File: src/rtl/fp_round_pipe.sv
// fp_round_pipe: three-stage IEEE-style rounding pipeline with valid/ready flow control.
// Stage 1 decides the round increment, stage 2 adds it, stage 3 fixes up the
// exponent, saturates on overflow and raises {overflow, underflow, inexact}.
module fp_round_pipe #(
  parameter int unsigned EW = 8,
  parameter int unsigned FW = 23,
  parameter int unsigned TW = 4
) (
  input  logic              clk,
  input  logic              rst_n,
  input  logic              in_valid,
  output logic              in_ready,
  input  logic [2:0]        rm,
  input  logic [EW+FW+4:0]  i,
  input  logic [TW-1:0]     tag_i,
  output logic              out_valid,
  input  logic              out_ready,
  output logic [EW+FW:0]    o,
  output logic [TW-1:0]     tag_o,
  output logic [2:0]        flags
);

  localparam int unsigned SW = FW + 1;  // significand with explicit leading bit
  localparam int unsigned RW = FW + 2;  // rounded significand incl. carry
  localparam int unsigned OW = EW + FW + 1;

  localparam logic [2:0] RM_RTZ = 3'b001;
  localparam logic [2:0] RM_RUP = 3'b010;
  localparam logic [2:0] RM_RDN = 3'b011;
  localparam logic [2:0] RM_RMM = 3'b100;

  // Input field decode
  logic          in_sign;
  logic [EW-1:0] in_exp;
  logic [SW-1:0] in_sig;
  logic          in_g, in_r, in_s;
  logic          in_spec;
  logic          in_inx;
  logic          in_inc;

  // Ready chain
  logic ld1, ld2, ld3;

  // Stage valid bits
  logic v1_q, v2_q, v3_q;
  logic v1_d, v2_d, v3_d;

  // Stage 1 registers
  logic          s1_sign_q;
  logic [EW-1:0] s1_exp_q;
  logic [SW-1:0] s1_sig_q;
  logic          s1_inc_q;
  logic          s1_inx_q;
  logic          s1_spec_q;
  logic [2:0]    s1_rm_q;
  logic [TW-1:0] s1_tag_q;

  // Stage 2 registers
  logic          s2_sign_q;
  logic [EW-1:0] s2_exp_q;
  logic [RW-1:0] s2_rnd_q;
  logic          s2_inx_q;
  logic          s2_spec_q;
  logic [2:0]    s2_rm_q;
  logic [TW-1:0] s2_tag_q;

  // Stage 3 next-state
  logic [EW-1:0] fx_exp;
  logic [FW-1:0] fx_frac;
  logic          fx_ovf;
  logic          fx_unf;
  logic          fx_to_inf;
  logic [OW-1:0] o_d;
  logic [2:0]    flags_d;

  // Split the packed input and choose the round increment for the mode
  always_comb begin
    in_sign = i[EW+FW+4];
    in_exp  = i[EW+FW+3 -: EW];
    in_sig  = i[FW+3 -: SW];
    in_g    = i[2];
    in_r    = i[1];
    in_s    = i[0];
    in_spec = &in_exp;
    in_inx  = (in_g | in_r | in_s) & ~in_spec;
    in_inc  = 1'b0;
    case (rm)
      RM_RTZ:  in_inc = 1'b0;
      RM_RUP:  in_inc = ~in_sign & (in_g | in_r | in_s);
      RM_RDN:  in_inc = in_sign & (in_g | in_r | in_s);
      RM_RMM:  in_inc = in_g;
      default: in_inc = in_g & (in_r | in_s | in_sig[0]);
    endcase
    // Inf/NaN bypass rounding entirely
    if (in_spec) begin
      in_inc = 1'b0;
    end
  end

  // Backward ready chain: a stage loads when empty or its successor loads
  always_comb begin
    ld3      = ~v3_q | out_ready;
    ld2      = ~v2_q | ld3;
    ld1      = ~v1_q | ld2;
    in_ready = ld1;
    v1_d     = ld1 ? in_valid : v1_q;
    v2_d     = ld2 ? v1_q     : v2_q;
    v3_d     = ld3 ? v2_q     : v3_q;
  end

  // Stage valid bits, cleared by reset so in-flight work is dropped
  always_ff @(posedge clk) begin
    if (!rst_n) begin
      v1_q <= 1'b0;
      v2_q <= 1'b0;
      v3_q <= 1'b0;
    end else begin
      v1_q <= v1_d;
      v2_q <= v2_d;
      v3_q <= v3_d;
    end
  end

  assign out_valid = v3_q;

  // Stage 1 payload: increment decision
  always_ff @(posedge clk) begin
    if (ld1 && in_valid) begin
      s1_sign_q <= in_sign;
      s1_exp_q  <= in_exp;
      s1_sig_q  <= in_sig;
      s1_inc_q  <= in_inc;
      s1_inx_q  <= in_inx;
      s1_spec_q <= in_spec;
      s1_rm_q   <= rm;
      s1_tag_q  <= tag_i;
    end
  end

  // Stage 2 payload: add increment with room for the carry
  always_ff @(posedge clk) begin
    if (ld2 && v1_q) begin
      s2_sign_q <= s1_sign_q;
      s2_exp_q  <= s1_exp_q;
      s2_rnd_q  <= {1'b0, s1_sig_q} + RW'(s1_inc_q);
      s2_inx_q  <= s1_inx_q;
      s2_spec_q <= s1_spec_q;
      s2_rm_q   <= s1_rm_q;
      s2_tag_q  <= s1_tag_q;
    end
  end

  // Stage 3 combinational fix-up: renormalise, saturate, build flags
  always_comb begin
    fx_exp    = s2_exp_q;
    fx_frac   = s2_rnd_q[FW-1:0];
    fx_ovf    = 1'b0;
    fx_unf    = 1'b0;
    fx_to_inf = 1'b0;
    if (!s2_spec_q) begin
      if (s2_rnd_q[FW+1] && (s2_exp_q != '0)) begin
        fx_exp  = s2_exp_q + EW'(1);
        fx_frac = '0;
      end else if ((s2_exp_q == '0) && s2_rnd_q[FW]) begin
        fx_exp = EW'(1);
      end
      fx_ovf = &fx_exp;
      fx_unf = (fx_exp == '0) & s2_inx_q;
    end
    case (s2_rm_q)
      RM_RTZ:  fx_to_inf = 1'b0;
      RM_RUP:  fx_to_inf = ~s2_sign_q;
      RM_RDN:  fx_to_inf = s2_sign_q;
      default: fx_to_inf = 1'b1;
    endcase
    o_d = {s2_sign_q, fx_exp, fx_frac};
    if (fx_ovf) begin
      if (fx_to_inf) begin
        o_d = {s2_sign_q, {EW{1'b1}}, {FW{1'b0}}};
      end else begin
        o_d = {s2_sign_q, {(EW-1){1'b1}}, 1'b0, {FW{1'b1}}};
      end
    end
    flags_d = {fx_ovf, fx_unf, s2_inx_q | fx_ovf};
  end

  // Stage 3 output registers; held while the consumer stalls
  always_ff @(posedge clk) begin
    if (!rst_n) begin
      o     <= '0;
      tag_o <= '0;
      flags <= '0;
    end else if (ld3 && v2_q) begin
      o     <= o_d;
      tag_o <= s2_tag_q;
      flags <= flags_d;
    end
  end

endmodule

File: config.mk
export PLATFORM = sky130hd
export DESIGN_NAME = fp_round_pipe
export DESIGN_NICKNAME = d
export VERILOG_FILES = /design/src/rtl/fp_round_pipe.sv
export SDC_FILE = /design/constraint.sdc
export NUM_CORES = 1
export LEC_CHECK = 0
export CAP_MARGIN = 20
export CORE_MARGIN = 4
export CORE_UTILIZATION = 30
export CTS_BUF_LIST = sky130_fd_sc_hd__clkbuf_4 sky130_fd_sc_hd__clkbuf_8
export CTS_CLUSTER_DIAMETER = 150
export CTS_CLUSTER_SIZE = 16
export DETAILED_ROUTE_END_ITERATION = 16
export HOLD_SLACK_MARGIN = 0.05
export PLACE_DENSITY = 0.51
export SLEW_MARGIN = 5
export SYNTH_ARGS = -nofsm -noshare
export SYNTH_HDL_FRONTEND = slang
export SYNTH_SLANG_ARGS = --single-unit
File: constraint.sdc
create_clock -name clk -period 5.9 [get_ports clk]
set_input_delay 0.59 -clock clk [delete_from_list [all_inputs] [get_ports clk]]
set_output_delay 0.59 -clock clk [all_outputs]
set_load 0.01 [all_outputs]
After elaboration in Yosys (flattened, before gate mapping):

Index checks and enable logic that the tools add are counted.

* eq/ne operators: 7
* bitwise operators: 19
* muxes and demuxes: 12
* add/subtract/negate cells: 2
* reduce and logical (&&, ||, !) cells: 10

Operators with widths (count)
* 2-to-1 mux 23 bit: 2
* 2-to-1 mux 8 bit: 4
* 2-to-1 mux 31 bit: 1
* adder 24 x 1 -> 25 bit: 1
* 2-to-1 mux 24 bit: 1
* zero test 8 bit: 2
* AND reduction 8 bit: 2
* equality test 3 x 2 -> 1 bit, second input constant: 4
* adder 8 x 1 -> 8 bit, second input constant: 1
* OR 1 bit: 8
* nonzero test 8 bit: 1
* equality test 3 x 1 -> 1 bit, second input constant: 2
* inverter 1 bit: 6
* bitwise AND 1 bit: 5
* logical AND 1 bit: 5
* one-hot mux 1 bit (4 select lines): 1
* equality test 3 bit, second input constant: 1
* one-hot mux 1 bit (3 select lines): 1
* 2-to-1 mux 1 bit: 2

* word-level logic and storage cells: 71
* bits in registers: 128

Logic depth before layout (Yosys ltp):

Gate-level depths: netlist of the first run.

* word-level depth: 8
* mapped depth: 11

Worst setup path before layout of the first run:

OpenSTA, ideal clock, no wires.

* kind: input-to-reg
* start: input out_ready
* end: register s2_exp_q[0] (enable)
* arrival: 3.849 ns
* path buffers: 0
* data required time: 5.391 ns
* stages: 2
* library setup time: 0.509 ns
* slack: 1.542 ns
* cell sequence: nor2b_1 a21boi_0

* word-level cells in the longest chain between the ends: 3

Ends and longest elaborated chain
* start, declared: RTL line 17 `input logic out_ready,`
* OR 1 bit: RTL line 102 `ld3 = ~v3_q | out_ready;`
* OR 1 bit: RTL line 103 `ld2 = ~v2_q | ld3;`
* logical AND 1 bit: RTL line 142 `if (ld2 && v1_q) begin`
* end signal, assigned: RTL line 144 `s2_exp_q <= s1_exp_q;`
* end, declared: RTL line 60 `logic [EW-1:0] s2_exp_q;`

No other way between the ends.
A chain may end at the register's enable or synchronous reset.

Worst setup path in the final report of the first run:

* start: register s2_exp_q[0]
* end: register o[23]

* word-level cells in the longest chain between the ends: 8

Ends and longest elaborated chain
* branches (longest 7 deep; another with adder 8 x 1 -> 8 bit)
* 2-to-1 mux 31 bit *: RTL line 177 `if (fx_ovf) begin`
* end signal, assigned: RTL line 190 `o <= '0;`
* end signal, assigned: RTL line 194 `o <= o_d;`
* end, declared: RTL line 18 `output logic [EW+FW:0] o,`

Every way passes the cells marked *. The select of a mux whose other input is x is not followed.

==> results.cfg, run 1 <==
[run_status]
status = finished, final reports clean

[synth]
ys.flop_type = edfxtp_1
synth_edf_count = 86
synth_fa_ha_area_frac = 0.00929
synthMuxAreaShare = 0.00929
syn-instance-count = 440
synth-seq-area-share = 0.636
synth_xor_area_frac = 0.0537
synth_seq_cells = 128
synth_top_family_by_area = simple AND/OR/NAND/NOR gates
yosys.area_share.simple = 0.141
synth_nets = 491
synth_cell_type_count = 49
async_flop_share = 0
syn_avg_cell_area_um2 = 12.2
synth_compound_area_frac = 0.123
ys_warn_count = 0
netlist_area_um2 = 5390

[critical_path]
slowest_stage = or4_1
slowest_delay_ns = 0.91
crit_chain = ha_1 -> nand4_4 -> nor2_4 -> xnor2_1 -> or4_1 -> o41a_4 -> a32o_1
worstPathRequired_ns = 6.22
critPathMaxFanout = 26
cp.arrival_ns = 3.74
worstSetupPathType = reg -> reg
cp-start-kind = register
crit_path_end_kind = register

[clock_network]
cts_sinks = 128
htree_num_levels = 4
postCtsSetupBuffers = 0
clock_path_buffers = 2
root_buffer = clkbuf_8
cts_tree = built
ctsHoldBuffers = 0
cts_made_buffers = 17
ctsResizeCount = 0
clk_latency_ns = 0.43
clkTransAtPathRegs_ns = 0.07

[finish]
fillerInstances = 1641
layout.nets = 576
n_antenna_cell = 0
final_common_cell = clkdlybuf4s50_1
final_cell_mix = 87 x clkdlybuf4s50_1, 86 x edfxtp_1, 51 x nand2_1
drive_above_1_share = 0.123
syn_to_final_growth_pct = 27.7

[detailed_routing]
viasPerCell = 4.67
antenna_left = 0
drt-initial-drc-count = 181
drcViolationCount = 0
vias = 3564
wl_per_cell_um = 14.8
drt_pre_antenna_iters = 4
wl_um = 11300

[global_route]
track_usage = 0.117
overflow = 0
grt_pass1_vias = 3549
grt_max_degree = 45
antenna_found_initial = 0
grt_pass1_wl_um = 18400

[hold_path]
hp-class = reg -> reg

[power_and_ir_drop]
vdd_drop_max_uv = 154
p_leak_nw = 2.28
p_per_area_nw_per_um2 = 285

[timing]
fmax_mhz = 293
finalSetupViolations = 0
whs_ns = 0.416
clock_skew_ns = 0.0100
rsz0062_at_grt = false
slew_viol_final = 0
final.min_clock_period_ns = 3.42
min_period_over_period = 0.579
fin_tns_setup_ns = 0
hold_viol = 0
worst_pin_slew_ns = 1.02
slew_headroom = 0.315

[die]
start_util = 0.309
die_height_um = 142
die-area_um2 = 20200
rows = 48
boundaryPins = 88
core_area_um2 = 17400
die_x_um = 142

[job]
max_cap_violations = 0

[place]
place_congestion = 0.867
io_buffer_count = 87
dp_hpwl_um = 7890
==> routing by layer <==
metal  wire [µm]  up-vias  GRT usage
li1            -     1796          -
met1        4870     1658      0.140
met3         596        7     0.0373
met4         128        0     0.0434
met2        5700      103      0.199
met5           0        -          0
==> report_power, final <==
part,switching (W),leakage [nW],internal (W)
clock network,0.000316,0.212,0.000422
registers,0.0000381,1.17,0.00102
logic,0.0000780,0.899,0.0000845
==> worst max-delay path: cells and delay by family (launching register included) <==
kind,cells,cell delay (ns)
fa+ha+maj,1,0.38
xor+xnor,1,0.07
simple gates,3,1.26
flops,1,0.52
compound gates,2,1.04
==> through the flow <==
stage / instances / utilization / power (W) / worst slack, ns / instance area, µm²
CTS: 762 / 0.394 / 0.00199 / 2.47 / 6860
finish: 763 / 0.395 / 0.00196 / 2.48 / 6880
global route: 763 / 0.395 / 0.00205 / 2.25 / 6880
global placement: 730 / 0.372 / 0.00124 / 2.58 / 6470
detailed placement: 730 / 0.372 / 0.00124 / 2.48 / 6470
floorplan: 440 / - / 0.00116 / 1.54 / 5390
==> state kept, by name, summed over array words and instances (netlist names) <==
register,cells
o,32
s1_tag_q,4
v2_q,1
v1_q,1
s1_sig_q,24
flags,3
s2_exp_q,8
s2_tag_q,4
s1_inc_q,1
s2_rnd_q,25
s2_inx_q,1
out_valid,1
s2_spec_q,1
s2_rm_q,3
s1_sign_q,1
s1_rm_q,3
s1_inx_q,1
s2_sign_q,1
s1_exp_q,8
tag_o,4
s1_spec_q,1
==> synthesized netlist by cell type, types with 2 or more instances <==
library cell | count | area (µm²)
a31oi_2 | 20 | 250
and2_1 | 2 | 12.5
buf_1 | 2 | 7.51
clkbuf_1 | 16 | 60.1
nand3_1 | 36 | 180
buf_6 | 2 | 22.5
buf_2 | 2 | 10.0
a31oi_1 | 5 | 31.3
nor4_1 | 2 | 12.5
ha_1 | 4 | 50.1
o31ai_1 | 2 | 15.0
nor2_4 | 2 | 22.5
nand4_1 | 10 | 62.6
o211a_1 | 2 | 20.0
a21oi_1 | 10 | 50.1
and3_1 | 3 | 18.8
nor2_1 | 24 | 90.1
xor2_1 | 9 | 78.8
nor2b_1 | 6 | 37.5
nor3_1 | 9 | 45.0
inv_1 | 6 | 22.5
dfxtp_1 | 42 | 841
nand2_1 | 51 | 191
a211oi_1 | 6 | 45.0
xnor2_1 | 24 | 210
o21ai_0 | 28 | 140
edfxtp_1 | 86 | 2580
buf_4 | 4 | 30.0
mux2i_1 | 5 | 50.1
==> worst paths after layout <==
kind                from          end  slack (ns)  cells past startpoint
max          s2_exp_q[0]        o[23]        2.48                      7
max reg2reg  s2_exp_q[0]        o[23]        2.48                      7
min reg2reg  s1_exp_q[7]  s2_exp_q[7]        0.42                      0
min          s1_exp_q[7]  s2_exp_q[7]        0.42                      0
==> final cells by class <==
class,count,area [µm²],share of cell area
Clock buffer,25,307,0.0446
Clock inverter,7,85.1,0.0124
Inverter,6,22.5,0.00327
Multi-Input combinational cell,280,1840,0.268
Sequential cell,128,3420,0.498
Tap cell,225,282,0.0409
Timing Repair Buffer,92,916,0.133
==> cells by family after synthesis <==
group                      Yosys count
adders and majority gates            4
muxes                                5
buffers and inverters               32
and+or+nand+nor                    154
xor gates and xnor gates            33
DFF                                128
AOI/OAI and AO/OA                   84
Power figures use the tool's default switching activity.
==> inputs of run 2 (changes only) <==
Settings changed: PLACE_DENSITY 0.51 to 0.53.
Clock period 5.9 ns to 3 ns, I/O delays scaled along.
==> results.cfg, run 2 (same netlist as run 1, synthesis figures left out) <==
[power_and_ir_drop]
vdd_drop_max_uv = 444
p_per_area_nw_per_um2 = 592
p_leak_nw = 2.34
total_power_w = 0.00416

[timing]
finalSetupViolations = 0
fmax_mhz = 357
rsz0062_at_grt = false
hold_viol = 0
fin_tns_setup_ns = 0
worst_pin_slew_ns = 0.764
slew_headroom = 0.491
final.min_clock_period_ns = 2.80
slew_viol_final = 0
min_period_over_period = 0.933
clock_skew_ns = 0.0112

[critical_path]
worstPathRequired_ns = 3.34
r2r_cells = 7
crit_path_end_kind = register
critPathMaxFanout = 24
cp.arrival_ns = 3.14
crit-reg2reg-capture = o[23]
reg2reg_slack_ns = 0.20
cp-start-kind = register
worstSetupPathType = reg -> reg
r2r-start = s2_exp_q[1]

[detailed_routing]
antenna_left = 0
viasPerCell = 4.73
wl_per_cell_um = 15.3
wl_um = 11800
drt-initial-drc-count = 204
vias = 3654
drt_pre_antenna_iters = 4
drcViolationCount = 0

[global_route]
grt_max_degree = 44
antenna_found_initial = 0
track_usage = 0.122
grt_pass1_wl_um = 18800
grt_pass1_vias = 3574
overflow = 0

[die]
core_area_um2 = 17400
rows = 48
die_x_um = 142
boundaryPins = 88
die-area_um2 = 20200
die_height_um = 142
start_util = 0.309

[place]
place_congestion = 0.757
dp_hpwl_um = 8440
io_buffer_count = 87

[clock_network]
postCtsSetupBuffers = 0
clk_latency_ns = 0.45
ctsResizeCount = 0
cts_made_buffers = 17
cts_tree = built
clock_path_buffers = 2
ctsHoldBuffers = 0
root_buffer = clkbuf_8
cts_sinks = 128
htree_num_levels = 4
clkTransAtPathRegs_ns = 0.07

[finish]
final_cell_mix = 87 x clkdlybuf4s50_1, 86 x edfxtp_1, 51 x nand2_1
syn_to_final_growth_pct = 30.5
layout.nets = 585
final_common_cell = clkdlybuf4s50_1
fillerInstances = 1668
n_antenna_cell = 0
largest_reg_flops = 32
largest_register = o
top_regs = o: 32 flops, s2_rnd_q: 25 flops, s1_sig_q: 24 flops
drive_above_1_share = 0.135

[hold_path]
min_path_cells = 1
worst_hold_path.endpoint = s1_sig_q[6]
hp-start = i[9]
hp-class = in -> reg

[run_status]
status = finished, final reports clean

[job]
max_cap_violations = 0
-- run 2: cell types whose count changed in the layout (fill, tap and decap cells not counted) --
cell        previous run  this run
clkinvlp_4             0         2
clkbuf_4               6         1
clkinv_2               5         1
buf_8                  1         0
bufinv_16              2         6
clkinv_4               0         4
clkbuf_8              19        17
buf_4                  4        14
clkinv_1               0         1
-- run 2: metrics by stage --
stage	cell area [µm²]	util	hold WS (ns)	worst slack [ns]	cells
final	7030	0.404	0.408	0.200	772
after detailed placement	6550	0.376	0.405	0.198	740
after global routing	7030	0.404	0.382	0.0478	772
after CTS	7030	0.404	0.371	0.186	772
after global placement	6550	0.376	0.403	0.201	740
after floorplan	5400	-	0.399	0.509	440
-- run 2: power by group --
part           internal, W  total, W  switching, W
combinational     0.000172  0.000327      0.000156
clock              0.00108   0.00176      0.000674
sequential         0.00200   0.00208     0.0000750
-- run 2: routing by layer --
layer / part of all wire / GRT usage
met1: 0.43 / 0.147
met2: 0.50 / 0.203
met3: 0.048 / 0.0313
met4: 0.024 / 0.0636
met5: 0 / 0
-- run 2: critical path, cell delays in order (launching register included) --
cell and delay (ns):
edfxtp_1 0.43, ha_1 0.39, nand4_4 0.18, nor2_4 0.18
xnor2_1 0.07, or4_1 0.51, o41a_4 0.63, a32o_1 0.27
-- run 2: worst max-delay path by stage --
stage / to / start / slack [ns] / cells after the start
3_5_place_dp: o[23] / s2_exp_q[1] / 0.20 / 7
2_1_floorplan: o[10] / s2_exp_q[0] / 0.51 / 11
5_1_grt: o[23] / s2_exp_q[1] / 0.05 / 8
4_1_cts: o[23] / s2_exp_q[1] / 0.19 / 7
3_3_place_gp: o[23] / s2_exp_q[1] / 0.20 / 7
6_report: o[23] / s2_exp_q[1] / 0.20 / 7
-- run 2: final cells by class --
class / count / area, µm² / share of cell area
Clock buffer: 18 / 241 / 0.0344
Clock inverter: 14 / 239 / 0.0340
Inverter: 6 / 22.5 / 0.00320
Multi-Input combinational cell: 280 / 1840 / 0.262
Sequential cell: 128 / 3420 / 0.487
Tap cell: 225 / 282 / 0.0401
Timing Repair Buffer: 101 / 976 / 0.139
==> RTL edit 1 (settings of run 2) <==
`EW`: 8 -> 4.
--- a/src/rtl/fp_round_pipe.sv
+++ b/src/rtl/fp_round_pipe.sv
@@ -2,7 +2,7 @@
 // Stage 1 decides the round increment, stage 2 adds it, stage 3 fixes up the
 // exponent, saturates on overflow and raises {overflow, underflow, inexact}.
 module fp_round_pipe #(
-  parameter int unsigned EW = 8,
+  parameter int unsigned EW = 4,
   parameter int unsigned FW = 23,
   parameter int unsigned TW = 4
 ) (
Interface: changed (resized i and o); port bits go from 88 to 80. No check against the original RTL was run, so the function may have changed too.
==> RTL edit 1 against run 2 <==
Worst setup slack improved by 330 ps; worst hold slack improved by 14 ps; area after synthesis decreased by 13%; cell area decreased by 13%; die area decreased by 13%; sequential cell count decreased by 12; power decreased by 9.6%; routed wire length decreased by 22%; largest power group unchanged.
==> RTL edit 1: results (changes against run 2) <==
status:
  status: "finished, final reports clean"  # unchanged
clock_tree:
  htree_levels: 4  # unchanged
  clock_latency_ps: 420  # was 450 ps
  cts.repair.resized: 0  # unchanged
  cts_buffers: 17  # unchanged
critical_path:
  arrival_ps: 2840  # was 3140 ps
  ff2ff_path_depth: 7  # unchanged
  cpMaxStageDelayCell: "edfxtp_1"  # was o41a_4
  crit_start: "s2_exp_q[0]$_DFFE_PP_"  # was s2_exp_q[1]$_DFFE_PP_
  r2r_end: "o[10]$_SDFFE_PN0P_"  # was o[23]$_SDFFE_PN0P_
  ff2ff_setup_slack_ps: 530  # was 200 ps
  crit_fanout: 24  # unchanged
  reg2reg_from: "s2_exp_q[0]$_DFFE_PP_"  # was s2_exp_q[1]$_DFFE_PP_
  cp_slowest_stage_delay_ps: 520  # was 630 ps
grt:
  grt_start_max_net_pins: 41  # was 44
  grt_pass1_wl_mm: 15.0  # was 18.8 mm
  antenna_found_initial: 0  # unchanged
  track_usage_pct: 10.9  # was 12.2%
logic_synthesis:
  ys_seq_area_share_pct: 66.6  # was 63.6%
  synth_edf_count: 78  # was 86
  yosys_warnings: 0  # unchanged
  async_flop_share_pct: 0  # unchanged
  yosys-top-cells-area: "edfxtp_1, dfxtp_1, a21boi_0"  # was edfxtp_1, dfxtp_1, a31oi_2
  synthTopCellsByCount: "edfxtp_1, dfxtp_1, a21boi_0"  # was edfxtp_1, nand2_1, dfxtp_1
  synth_nets: 388  # was 491
min_path:
  worstHoldStart: "s1_rm_q[2]$_DFFE_PP_"  # was i[9]
  hold_path_end: "s2_rm_q[2]$_DFFE_PP_"  # was s1_sig_q[6]$_DFFE_PP_
  hold_path.class: "register to register"  # was input port to register
  hold_depth: 0  # was 1
place:
  dpl.hpwl_mm: 6.50  # was 8.44 mm
  portBuffers: 79  # was 87
  gp_congestion: 0.829  # was 0.757
  pre_cts_slack_ps: 600  # was 198 ps
finish:
  reg_top3: "o: 28 flops, s2_rnd_q: 25 flops, s1_sig_q: 24 flops"  # was o: 32 flops, s2_rnd_q: 25 flops, s1_sig_q: 24 flops
  nNetsFinal: 477  # was 585
  fill_cells: 1444  # was 1,668
  diodes: 0  # unchanged
  drive_above_1_share_pct: 15.8  # was 13.5%
pwr:
  power_leakage_nw: 2.13  # was 2.34 nW
  peakVddDrop_v: 0.000238  # was 0.000444 V
route:
  firstDrtPassIters: 4  # unchanged
  vias: 2936  # was 3,654
  totalWireLength_mm: 9.22  # was 11.8 mm
  drtIter0Drc: 117  # was 204
timing:
  drv_slew: 0  # unchanged
  fin_worst_skew_ps: 8.27  # was 11.2 ps
  slew_headroom_pct: 42.8  # was 49.1%
-- RTL edit 1: changes by cell type in the layout (fill, tap and decap cells not counted), sizes merged, moves of 6 or more --
cell,run 2,this run
nand2,51,26
o21ai,28,9
a21oi,10,4
a31oi,25,2
nand4,12,6
clkdlybuf4s50,87,79
a211oi,6,0
buf,14,8
nor2,26,17
nand3,36,13
a21boi,1,34
xnor2,24,12
o221a,1,23
edfxtp,86,78
-- RTL edit 1: how the worst max path moves through the flow --
stage / cells past startpoint / slack [ps] / end
floorplan: 2 / 120 / s2_exp_q[0]$_DFFE_PP_
global placement: 8 / 700 / o[10]$_SDFFE_PN0P_
detailed placement: 7 / 600 / o[10]$_SDFFE_PN0P_
CTS: 7 / 560 / o[6]$_SDFFE_PN0P_
global route: 7 / 390 / o[15]$_SDFFE_PN0P_
finish: 7 / 530 / o[10]$_SDFFE_PN0P_
-- RTL edit 1: per-layer routing --
metal	vias up	track usage (%)	wire, um
met2	68	17.3	4440
met5	-	0	0
met1	1381	13.2	4160
met4	0	4.73	210
met3	16	4.07	415
li1	1471	-	-
-- RTL edit 1: cell type report --
class / count / area [um2] / area share (%)
sequential: 116 / 3100 / 50.6
clock buffer: 17 / 234 / 3.81
multi-input combinational: 202 / 1480 / 24.1
inverter: 6 / 22.5 / 0.367
clock inverter: 15 / 211 / 3.45
tap: 188 / 235 / 3.83
timing repair buffer: 87 / 851 / 13.9
-- RTL edit 1: worst max-delay path, delay by kind of cell (launching register included) --
kind / cells / cell delay, ps
AO/OA/AOI/OAI: 3 / 990
adder cells (fa/ha/maj): 1 / 200
buffers and inverters: 1 / 170
flip-flops: 1 / 520
AND/OR/NAND/NOR: 2 / 530
-- RTL edit 1: through the flow --
step	util, %	cells	cell area (um2)	hold slack (ps)	total power, W
4_1_cts	40.4	631	6130	395	0.00381
3_5_place_dp	37.4	599	5690	405	0.00220
5_1_grt	40.4	631	6130	389	0.00391
2_1_floorplan	-	341	4670	399	0.00205
6_report	40.4	631	6130	421	0.00376
3_3_place_gp	37.4	599	5690	406	0.00220
-- RTL edit 1: power breakdown --
group          switching (W)  internal (W)  total (W)
logic               0.000131      0.000157   0.000289
registers          0.0000599       0.00182    0.00188
clock network       0.000616      0.000981    0.00160
total               0.000807       0.00295    0.00376
-- RTL edit 1: logic make-up after synthesis --
group | synth area share, %
DFF | 66.6
and+or+nand+nor | 10.4
AOI/OAI and AO/OA | 14.9
xor gates and xnor gates | 4.70
buffers and inverters | 2.31
adders and majority gates | 1.07
==> RTL edit 2 (config.mk and constraints of run 2) <==
Without the edit above. Make the reset (`rst_n`) asynchronous in 2 clocked blocks.
--- a/src/rtl/fp_round_pipe.sv
+++ b/src/rtl/fp_round_pipe.sv
@@ -109,7 +109,7 @@
   end
 
   // Stage valid bits, cleared by reset so in-flight work is dropped
-  always_ff @(posedge clk) begin
+  always_ff @(posedge clk or negedge rst_n) begin
     if (!rst_n) begin
       v1_q <= 1'b0;
       v2_q <= 1'b0;
@@ -185,7 +185,7 @@
   end
 
   // Stage 3 output registers; held while the consumer stalls
-  always_ff @(posedge clk) begin
+  always_ff @(posedge clk or negedge rst_n) begin
     if (!rst_n) begin
       o     <= '0;
       tag_o <= '0;
Check against the original RTL: differs if rst_n is asserted again (counterexample within 4 cycles, from zero or initial values and one cycle with rst_n low); with rst_n held inactive, the same outputs for 4 cycles.
==> RTL edit 2 against run 2 <==
Routed wire length grew 4.8%; fmax grew 7.2%; cell area is essentially flat; sequential cell count is the same; worst setup slack gained 190 ps; cell count shrank 1.8%; area after synthesis grew 2.4%.
Power is not compared: it rests on default switching activity, and its combinational part moved more than twofold at a synthesized area within 25%.
==> RTL edit 2: results (changes against run 2) <==
status:
  status: "finished, final reports clean"  # unchanged
route:
  totalWireLength_mm: 12.3  # was 11.8 mm
  vias: 3577  # was 3,654
  routed-wl-met3_um: 592  # was 566 um
  route.met2.wl_mm: 6.28  # was 5.89 mm
  drtIter0Drc: 182  # was 204
  m1WireLength_mm: 5.31  # was 5.04 mm
  viasPerCell: 4.72  # was 4.73
timing:
  fin_worst_skew_ps: 11.8  # was 11.2 ps
  slew_headroom_pct: 48.5  # was 49.1%
  holdWs_ps: 234  # was 408 ps
  timing.final.ws_setup_ps: 388  # was 200 ps
place:
  dp.cells: 724  # was 740
  dpl-instance-area_um2: 6610  # was 6550 um2
  dpl.hpwl_mm: 8.90  # was 8.44 mm
  gp_congestion: 0.814  # was 0.757
  pre_cts_slack_ps: 424  # was 198 ps
pwr:
  power_w: 0.00440
  seq_cell_power_w: 0.00226
  peakVddDrop_v: 0.000262
clock_tree:
  cts_hold_repair.buffers: 1  # was 0
  root_buffer: "clkbuf_8"  # unchanged
  cts.repair.resized: 0  # unchanged
  clock_latency_ps: 430  # was 450 ps
  cts_buffer_depth: 2  # unchanged
finish:
  drive_above_1_share_pct: 12.9  # was 13.5%
  multiInputGateArea_um2: 1730  # was 1840 um2
  buffers: 96  # was 101
  multi_input_cells: 268  # was 280
  buf_share_pct: 13.9  # about the same
  inverters: 5  # was 6
  fill_cells: 1714  # was 1,668
  nNetsFinal: 567  # was 585
  seq_cell_count: 128  # unchanged
  clock_cell_area_share_pct: 5.48  # was 6.84%
  stdcell_area_um2: 7030  # about the same
  sh_seq_area_pct: 51.7  # was 48.7%
grt:
  grtUsageMet2_pct: 21.4  # was 20.3%
  grt_pass1_wl_mm: 19.7  # was 18.8 mm
  grt_pass1_vias: 3719  # was 3,574
  grt_start_max_net_pins: 43  # was 44
  track_usage_pct: 12.6  # was 12.2%
  met3_usage_pct: 3.63  # was 3.13%
  grtUsageMet1_pct: 15.6  # was 14.7%
logic_synthesis:
  ys_seq_area_share_pct: 65.9  # was 63.6%
  synth_cell_types: 53  # was 49
  ys.flop_type: "edfxtp_1"  # unchanged
  synth_nets: 476  # was 491
  yosys-top-cells-area: "edfxtp_1, dfrtp_1, o211ai_2"  # was edfxtp_1, dfxtp_1, a31oi_2
  synthTopCellsByCount: "edfxtp_1, nand2_1, dfrtp_1"  # was edfxtp_1, nand2_1, dfxtp_1
  async_flop_share_pct: 32.8  # was 0%
  postSynthCellCount: 425  # was 440
critical_path:
  r2r_end: "flags[2]$_DFFE_PN0P_"  # was o[23]$_SDFFE_PN0P_
  endpoint: "flags[2]$_DFFE_PN0P_"  # was o[23]$_SDFFE_PN0P_
  arrival_ps: 2980  # was 3140 ps
  ff2ff_path_depth: 6  # was 7
  crit_start: "s2_exp_q[0]$_DFFE_PP_"  # was s2_exp_q[1]$_DFFE_PP_
  crit_fanout: 25  # was 24
min_path:
  hold_path.class: "input port to asynchronous set/reset pin"  # was input port to register
floorplan:
  fp-row-count: 49  # was 48
RTL edit 2: changes by cell type after synthesis, moves of 5 or more:
cell / before / now
dfrtp_1: 0 / 42
dfxtp_1: 42 / 0
a31oi_2: 20 / 0
o211ai_2: 0 / 20
o21ai_0: 28 / 11
nand2_1: 51 / 61
nand2b_1: 1 / 8
a211oi_1: 6 / 1
a31oi_1: 5 / 0
o211ai_1: 0 / 5
RTL edit 2: cells by family (layout without fill, tap and decap cells):
kind of cell / Yosys count / in the layout / share of synthesized area [%]
compound gates: 59 / 59 / 9.33
xor+xnor: 30 / 30 / 4.77
fa+ha+maj: 4 / 4 / 0.908
buf+inv: 29 / 133 / 2.79
flops: 128 / 128 / 65.9
mux: 2 / 2 / 0.386
simple gates: 173 / 173 / 15.9
RTL edit 2: worst max-delay path, cell delays in order, from the launching register on:
cell and delay (ps):
edfxtp_1 580, ha_1 410, a21boi_0 300, o221ai_1 160
a211oi_1 330, and3_4 530, mux2_2 230
